==> src/rtl/tqvp_byte_capture.sv <==
// tqvp_byte_capture: TinyQV peripheral that samples ui_in every DIV+1 clocks
// into a small FIFO which the CPU drains via the register interface.
// Optional macro CAPTURE_AVG_EN adds a 4-sample averaging mode (CTRL bit2).
module tqvp_byte_capture #(
  parameter int DEPTH = 8,
  parameter int CW    = $clog2(DEPTH) + 1
) (
  input  logic       clk,
  input  logic       rst,
  input  logic [7:0] ui_in,
  output logic [7:0] uo_out,
  input  logic [3:0] address,
  input  logic       data_write,
  input  logic [7:0] data_in,
  output logic [7:0] data_out
);

  localparam int PW = $clog2(DEPTH);
  localparam logic [PW-1:0] PTR_ONE = PW'(1);
  localparam logic [CW-1:0] CNT_ONE = CW'(1);
  localparam logic [CW-1:0] CNT_FULL = CW'(DEPTH);

  logic [7:0]    sync1_q, sync2_q;
  logic          en_q, en_d;
  logic [7:0]    div_q, div_d;
  logic [7:0]    cnt_q, cnt_d;
  logic [PW-1:0] rd_ptr_q, rd_ptr_d, wr_ptr_q, wr_ptr_d;
  logic [CW-1:0] count_q, count_d;
  logic          ovf_q, ovf_d, unf_q, unf_d;
  logic [7:0]    uo_q, uo_d;
  logic [7:0]    mem_q [0:DEPTH-1];

  logic ctrl_wr_s, div_wr_s, stat_wr_s, pop_req_s, flush_s, tick_s;
  logic full_s, empty_s, do_push_s, do_pop_s, wr_en_s;
  logic push_s, avg_rd_s;
  logic [7:0] push_data_s;
  logic [7:0] count8_s;

  assign ctrl_wr_s = data_write && (address == 4'h0);
  assign div_wr_s  = data_write && (address == 4'h1);
  assign stat_wr_s = data_write && (address == 4'h2);
  assign pop_req_s = data_write && (address == 4'h3);
  assign flush_s   = ctrl_wr_s && data_in[1];
  assign tick_s    = en_q && (cnt_q == div_q);
  assign full_s    = (count_q == CNT_FULL);
  assign empty_s   = (count_q == {CW{1'b0}});
  assign count8_s  = {{(8-CW){1'b0}}, count_q};
  assign uo_out    = uo_q;

  // Control registers and tick counter next state; any CTRL/DIV write restarts the period
  always_comb begin
    en_d  = ctrl_wr_s ? data_in[0] : en_q;
    div_d = div_wr_s ? data_in : div_q;
    if (ctrl_wr_s || div_wr_s) begin
      cnt_d = 8'h00;
    end else if (!en_q || tick_s) begin
      cnt_d = 8'h00;
    end else begin
      cnt_d = cnt_q + 8'h01;
    end
  end

`ifdef CAPTURE_AVG_EN
  logic       avg_q, avg_d;
  logic [9:0] acc_q, acc_d, acc_sum_s;
  logic [1:0] phase_q, phase_d;
  logic       avg_clr_s;

  assign avg_rd_s = avg_q;

  // Averaging path: raw push when AVG=0, otherwise push the mean of every 4 ticks
  always_comb begin
    avg_d       = ctrl_wr_s ? data_in[2] : avg_q;
    avg_clr_s   = !en_q || flush_s || (ctrl_wr_s && (data_in[2] != avg_q));
    acc_sum_s   = acc_q + {2'b00, sync2_q};
    acc_d       = acc_q;
    phase_d     = phase_q;
    push_s      = 1'b0;
    push_data_s = sync2_q;
    if (!avg_q) begin
      push_s  = tick_s;
      acc_d   = 10'd0;
      phase_d = 2'd0;
    end else if (avg_clr_s) begin
      acc_d   = 10'd0;
      phase_d = 2'd0;
    end else if (tick_s) begin
      if (phase_q == 2'd3) begin
        push_s      = 1'b1;
        push_data_s = acc_sum_s[9:2];
        acc_d       = 10'd0;
        phase_d     = 2'd0;
      end else begin
        acc_d   = acc_sum_s;
        phase_d = phase_q + 2'd1;
      end
    end else begin
      acc_d   = acc_q;
      phase_d = phase_q;
    end
  end

  // Averaging state registers
  always_ff @(posedge clk or posedge rst) begin
    if (rst) begin
      avg_q   <= 1'b0;
      acc_q   <= 10'd0;
      phase_q <= 2'd0;
    end else begin
      avg_q   <= avg_d;
      acc_q   <= acc_d;
      phase_q <= phase_d;
    end
  end
`else
  assign avg_rd_s    = 1'b0;
  assign push_s      = tick_s;
  assign push_data_s = sync2_q;
`endif

  // FIFO bookkeeping: flush dominates, full+pop still accepts the push, empty+push ignores the pop
  always_comb begin
    do_pop_s  = pop_req_s && !empty_s;
    do_push_s = push_s && (!full_s || pop_req_s);
    wr_en_s   = do_push_s && !flush_s;
    uo_d      = push_s ? push_data_s : uo_q;
    if (flush_s) begin
      rd_ptr_d = {PW{1'b0}};
      wr_ptr_d = {PW{1'b0}};
      count_d  = {CW{1'b0}};
      ovf_d    = 1'b0;
      unf_d    = 1'b0;
    end else begin
      rd_ptr_d = do_pop_s ? (rd_ptr_q + PTR_ONE) : rd_ptr_q;
      wr_ptr_d = do_push_s ? (wr_ptr_q + PTR_ONE) : wr_ptr_q;
      case ({do_push_s, do_pop_s})
        2'b10:   count_d = count_q + CNT_ONE;
        2'b01:   count_d = count_q - CNT_ONE;
        default: count_d = count_q;
      endcase
      ovf_d = (ovf_q && !(stat_wr_s && data_in[6])) || (push_s && full_s && !pop_req_s);
      unf_d = (unf_q && !(stat_wr_s && data_in[7])) || (pop_req_s && empty_s && !push_s);
    end
  end

  // State registers, synchronizer and FIFO storage
  always_ff @(posedge clk or posedge rst) begin
    if (rst) begin
      sync1_q  <= 8'h00;
      sync2_q  <= 8'h00;
      en_q     <= 1'b0;
      div_q    <= 8'h00;
      cnt_q    <= 8'h00;
      rd_ptr_q <= {PW{1'b0}};
      wr_ptr_q <= {PW{1'b0}};
      count_q  <= {CW{1'b0}};
      ovf_q    <= 1'b0;
      unf_q    <= 1'b0;
      uo_q     <= 8'h00;
      for (int i = 0; i < DEPTH; i++) begin
        mem_q[i] <= 8'h00;
      end
    end else begin
      sync1_q  <= ui_in;
      sync2_q  <= sync1_q;
      en_q     <= en_d;
      div_q    <= div_d;
      cnt_q    <= cnt_d;
      rd_ptr_q <= rd_ptr_d;
      wr_ptr_q <= wr_ptr_d;
      count_q  <= count_d;
      ovf_q    <= ovf_d;
      unf_q    <= unf_d;
      uo_q     <= uo_d;
      if (wr_en_s) begin
        mem_q[wr_ptr_q] <= push_data_s;
      end
    end
  end

  // Zero-latency register read mux
  always_comb begin
    case (address)
      4'h0:    data_out = {5'b00000, avg_rd_s, 1'b0, en_q};
      4'h1:    data_out = div_q;
      4'h2:    data_out = {unf_q, ovf_q, full_s, empty_s, count8_s[3:0]};
      4'h3:    data_out = empty_s ? 8'h00 : mem_q[rd_ptr_q];
      4'h4:    data_out = sync2_q;
      default: data_out = 8'h00;
    endcase
  end

endmodule

==> config.mk <==
export PLATFORM = sky130hd
export DESIGN_NAME = tqvp_byte_capture
export DESIGN_NICKNAME = d
export VERILOG_FILES = /design/src/rtl/tqvp_byte_capture.sv
export SDC_FILE = /design/constraint.sdc
export NUM_CORES = 1
export LEC_CHECK = 0
export CAP_MARGIN = 20
export CORE_MARGIN = 2
export CORE_UTILIZATION = 30
export DETAILED_ROUTE_END_ITERATION = 8
export PLACE_DENSITY = 0.53
export REMOVE_ABC_BUFFERS = 1
export SYNTH_ARGS = -nofsm -noshare
export SYNTH_HDL_FRONTEND = slang
export SYNTH_SLANG_ARGS = --single-unit
==> constraint.sdc <==
create_clock -name clk -period 3.4 [get_ports clk]
set_input_delay 0.34 -clock clk [delete_from_list [all_inputs] [get_ports clk]]
set_output_delay 0.34 -clock clk [all_outputs]
set_load 0.02 [all_outputs]
## Word level (Yosys, flattened, before mapping)

Cells that the tools add are included.
W data, S select, Z words.

| word-level totals | value |
|---|---|
| output and inout bits | 16 |
| flip-flop bits (word level) | 117 |
| logic and storage cells | 91 |

| cells by class | value |
|---|---|
| reductions and logical operators | 36 |
| add/subtract/negate cells | 5 |
| eq/ne operators | 8 |
| magnitude comparators | 3 |
| bitwise logic cells | 2 |
| multiplexer cells | 18 |

Operator list:

| operator | number |
|---|---|
| $bwmux W64 | 1 |
| $mux W8 | 6 |
| $pmux W8 S5 | 1 |
| $bmux W8 S3 | 1 |
| $demux W8 S3 | 1 |
| $logic_and A1 B1 Y1 | 18 |
| $mux W3 | 4 |
| $add A8 B1 Y8 const B | 1 |
| $eq A4 B2 Y1 const B | 2 |
| $eq A8 B8 Y1 | 1 |
| $ge A4 B4 Y1 const B | 2 |
| $logic_not A1 Y1 | 8 |
| $logic_not A4 Y1 | 2 |
| $not A3 Y4 | 2 |
| $pmux W4 S2 | 1 |
| $add A3 B1 Y3 const B | 2 |
| $logic_or A1 B1 Y1 | 5 |
| $add A4 B1 Y4 const B | 1 |
| $eq A4 B1 Y1 const B | 1 |
| $eq A4 B3 Y1 const B | 1 |
| $eq A4 B4 Y1 const B | 1 |
| $lt A4 B1 Y1 const B | 1 |
| $mux W4 | 1 |
| $reduce_bool A2 Y1 | 2 |
| 5 further kinds | 6 |

## Longest topological paths before layout

| logic depth | value |
|---|---|
| word-level depth | 7 |
| depth in mapped cells | 9 |

## Worst setup path before layout

Ideal clock, no wire load.

| timing | value |
|---|---|
| kind | reg2reg |
| from | reg cnt_q[2] |
| to | reg mem_q[24] (netlist name) |
| path buffers | 1 |
| period minus slack after synthesis | 2.553 ns |
| arrival time | 2.428 ns |
| setup time | 0.125 ns |
| required time | 3.275 ns |
| cell stages (with the launch flop) | 8 |
| setup slack | 0.847 ns |
| path through | dfrtp_1 xor2_1 nor4_4 nand4_4 or3_1 buf_6 nor3b_4 mux2_4 |

| between the ends | value |
|---|---|
| cells in the longest elaborated chain, start to end | 4 |

Ends and longest elaborated chain:

| element | line | source |
|---|---|---|
| start: declaration | 26 | `logic [7:0] cnt_q, cnt_d;` |
| start signal: assignment | 168 | `cnt_q <= cnt_d;` |
| $eq A8 B8 Y1 | 44 | `assign tick_s = en_q && (cnt_q == div_q);` |
| $logic_and A1 B1 Y1 | 44 |  |
| $logic_and A1 B1 Y1 | 124 | `do_push_s = push_s && (!full_s \|\| pop_req_s);` |
| $logic_and A1 B1 Y1 | 125 | `wr_en_s = do_push_s && !flush_s;` |
| end signal: indexed assignment | 176 | `mem_q[wr_ptr_q] <= push_data_s;` |
| end: declaration | 31 | `logic [7:0] mem_q [0:DEPTH-1];` |

Every way passes these cells.
A chain may end at the register's enable or synchronous reset.

## Worst setup path after layout

| timing | value |
|---|---|
| from | in address[3] |
| to | out data_out[7] |

| between the ends | value |
|---|---|
| cells in the longest elaborated chain, start to end | 2 |

Ends and longest elaborated chain:

| element | line | source |
|---|---|---|
| start: declaration | 12 | `input logic [3:0] address,` |
| $eq A4 B3 Y1 (tied with other cells) | 183 | `case (address)` |
| $pmux W8 S5 (*) | 183 |  |
| end: declaration | 15 | `output logic [7:0] data_out` |

Every way passes the cells marked *; elsewhere a longest branch is shown, timed or not.

==> impl_metrics.csv <==
group,metric,value,unit
floorplanning,ios,39,
detailed_routing,drtIter0Drc,283,
synth,synth_cell_type_count,44,
layout,fin_nets,467,
power_and_ir_drop,power.density,680,nW/um^2
global_routing,grtUsageTotal,14.2,%
clock_tree,tritoncts,"built",
floorplanning,die_w,138,um
power_and_ir_drop,p_sw,0.00129,W
clock_tree,cts_root_buf,"clkbuf_16",
layout,drive_gt1_share,34.7,%
sta,hold_violations,0,
synth,synthTopCellsByArea,"dfrtp_1, mux2_2, mux4_2",
synth,syn_avg_cell_area,14.1,um^2
detailed_routing,num_vias,3304,
power_and_ir_drop,p_seq_share,41.0,%
synth,ys_ff_latch,117,
synth,synth_edf_count,0,
power_and_ir_drop,finalPower,0.00456,W
clock_tree,htree_levels,4,
detailed_routing,wl_met3,463,um
clock_tree,clock-sinks,117,
sta,rsz0062_at_grt,"false",
layout,multi_input_area,2370,um^2
detailed_routing,vias_per_cell,4.87,
place,gp_congestion,0.782,
critical_path,r2r_slack,660,ps
floorplanning,rows,49,
layout,syn2layout_area_growth,24.0,%
sta,tightest_slew,649,ps
detailed_routing,wl_per_cell,18.8,um
synth,synthFlopType,"dfrtp_1",
synth,synth_top_area_share,54.1,%
power_and_ir_drop,comb_power_share,21.3,%
power_and_ir_drop,clock_power_share,37.7,%
critical_path,path_class,"primary input to output port",
floorplanning,die_y,138,um
critical_path,timing.rr.end,"mem_q[57]$_DFFE_PP0P_",
power_and_ir_drop,max-vdd-ir-drop,0.000372,V
global_routing,grt_pass1_vias,3628,
job,maxCapViolCount,0,
synth,synthArstFlopShare,100,%
critical_path,end_kind,"output port",
global_routing,grt_pass1_wl,20700,um
synth,synth_top_area_cell,"dfrtp_1",
global_routing,antenna_found_initial,0,
sta,finalCritPeriodShare,88.7,%
sta,worst_slack,386,ps
floorplanning,die-area,19100,um^2
power_and_ir_drop,leakage,2.95,nW
sta,fin_skew,10.1,ps
detailed_routing,drtPass1Iterations,4,
min_path,min_path_type,"flop to flop",
clock_tree,cts_setup_buffers,0,
global_routing,overflow,0,
detailed_routing,post-route-drc-count,0,
sta,timing.hold.ws,346,ps
layout,fillers,1672,
floorplanning,start_util,30.3,%
critical_path,worstPathRequired,3060,ps
synth,synth_warnings,0,
clock_tree,clk_pin_slew_worst_paths,50,ps
sta,fmax,332,MHz
power_and_ir_drop,cellInternalPower,0.00328,W
sta,fin_tns_setup,0,ps
layout,n_antenna_cell,0,
synth,synth.top_cells.by_count,"dfrtp_1, mux2_2, nor2_1",
place,dp_hpwl,8570,um
sta,period_minus_slack,3010,ps
critical_path,crit_arrival,2670,ps
clock_tree,clk_latency,420,ps
layout,regArea,2930,um^2
place,pre_cts_ws,399,ps
detailed_routing,dr.max_layer_used,"met4",
synth,synth_cells,384,
detailed_routing,antenna_left,0,
power_and_ir_drop,swShare,28.2,%
floorplanning,core_area,17800,um^2
sta,slew_violations,0,
clock_tree,clock_path_buffers,2,
sta,setup_violations,0,
clock_tree,numCtsBuffers,17,
clock_tree,hold_buffers,0,
synth,synthMostInstantiatedCell,"dfrtp_1",
critical_path,setup.worst_path.end,"data_out[7]",
critical_path,r2r-start,"div_q[4]$_DFFE_PP0P_",
sta,relSlewSlack,56.8,%
clock_tree,cts_resized,0,
detailed_routing,met1_length,6010,um
global_routing,grt_max_degree,118,
run_status,outcome,"finished, final reports clean",
critical_path,startpoint,"address[3]",
synth,synthesis.area,5410,um^2
critical_path,startpoint_type,"primary input",
critical_path,r2r_cells,7,
place,io_buffers,38,
detailed_routing,wl_met2,6070,um
synth,yosysSeqAreaShare,54.1,%
critical_path,path_max_fanout,8,
detailed_routing,routed_wirelength,12700,um
[stage by stage]
step           util [%]  instance area, um^2  instances
2_1_floorplan         -                 5330        364
3_3_place_gp       34.4                 6140        649
3_5_place_dp       34.4                 6140        649
4_1_cts            37.6                 6710        679
5_1_grt            37.6                 6710        679
6_report           37.6                 6710        679
[sequential cells by signal (all words and copies together) (netlist names)]
name	cells
count_q	4
rd_ptr_q	3
wr_ptr_q	3
uo_out	8
div_q	8
ovf_q	1
mem_q	64
cnt_q	8
push_data_s	8
unf_q	1
sync1_q	8
en_q	1
[power groups by stage]
stage,Combinational [W],Sequential [W],Clock (W)
6_report,0.000974,0.00187,0.00172
5_1_grt,0.00107,0.00191,0.00183
4_1_cts,0.000994,0.00187,0.00176
3_5_place_dp,0.000987,0.00189,0
3_3_place_gp,0.000958,0.00188,0
2_1_floorplan,0.000585,0.00192,0
[kinds of logic after synthesis]
family | synth area share, %
muxes | 26.7
AOI/OAI and AO/OA | 4.19
xor gates and xnor gates | 3.24
buffers and inverters | 2.01
DFF | 54.1
and+or+nand+nor | 8.60
adders and majority gates | 1.16
[area by class of cell]
type,instances,area share (%)
flip-flops and latches,117,43.6
multi-input cells,240,35.4
repair buffers,56,7.87
clock buffers,21,6.86
well taps,229,4.27
clock inverters,9,1.57
inverters,7,0.429
[worst min path at each step]
stage | start | slack [ps] | endpoint | cells after the start
4_1_cts | ui_in[4] | 340 | sync1_q[4]$_DFF_PP0_ | 1
6_report | sync1_q[4]$_DFF_PP0_ | 350 | push_data_s[4]$_DFF_PP0_ | 0
3_5_place_dp | sync1_q[3]$_DFF_PP0_ | 330 | push_data_s[3]$_DFF_PP0_ | 0
3_3_place_gp | sync1_q[7]$_DFF_PP0_ | 330 | push_data_s[7]$_DFF_PP0_ | 0
5_1_grt | ui_in[7] | 340 | sync1_q[7]$_DFF_PP0_ | 1
2_1_floorplan | sync1_q[0]$_DFF_PP0_ | 330 | push_data_s[0]$_DFF_PP0_ | 0
[layout by cell type (no fill, tap or decap), types with 9 or more instances in the layout]
master,n
nand3_1,13
nand2_1,9
clkdlybuf4s50_1,38
xor2_1,16
mux4_2,16
mux2_2,66
mux2i_1,10
dfrtp_1,117
buf_4,17
nor2_1,24
clkbuf_16,17
mux2_4,16
o21ai_0,11
[critical path, cell delays in order]
cell             delay (ps)
clkdlybuf4s50_1         540
nor3_1                  100
and2_1                  270
a222oi_1                590
o21ai_0                 240
clkdlybuf4s50_1         590
[layer usage]
metal / vias to the layer above / GRT usage, %
met5: - / 0
met2: 76 / 22.1
li1: 1523 / -
met3: 16 / 3.26
met1: 1689 / 19.3
met4: 0 / 5.69
Power figures use the tool's default switching activity.
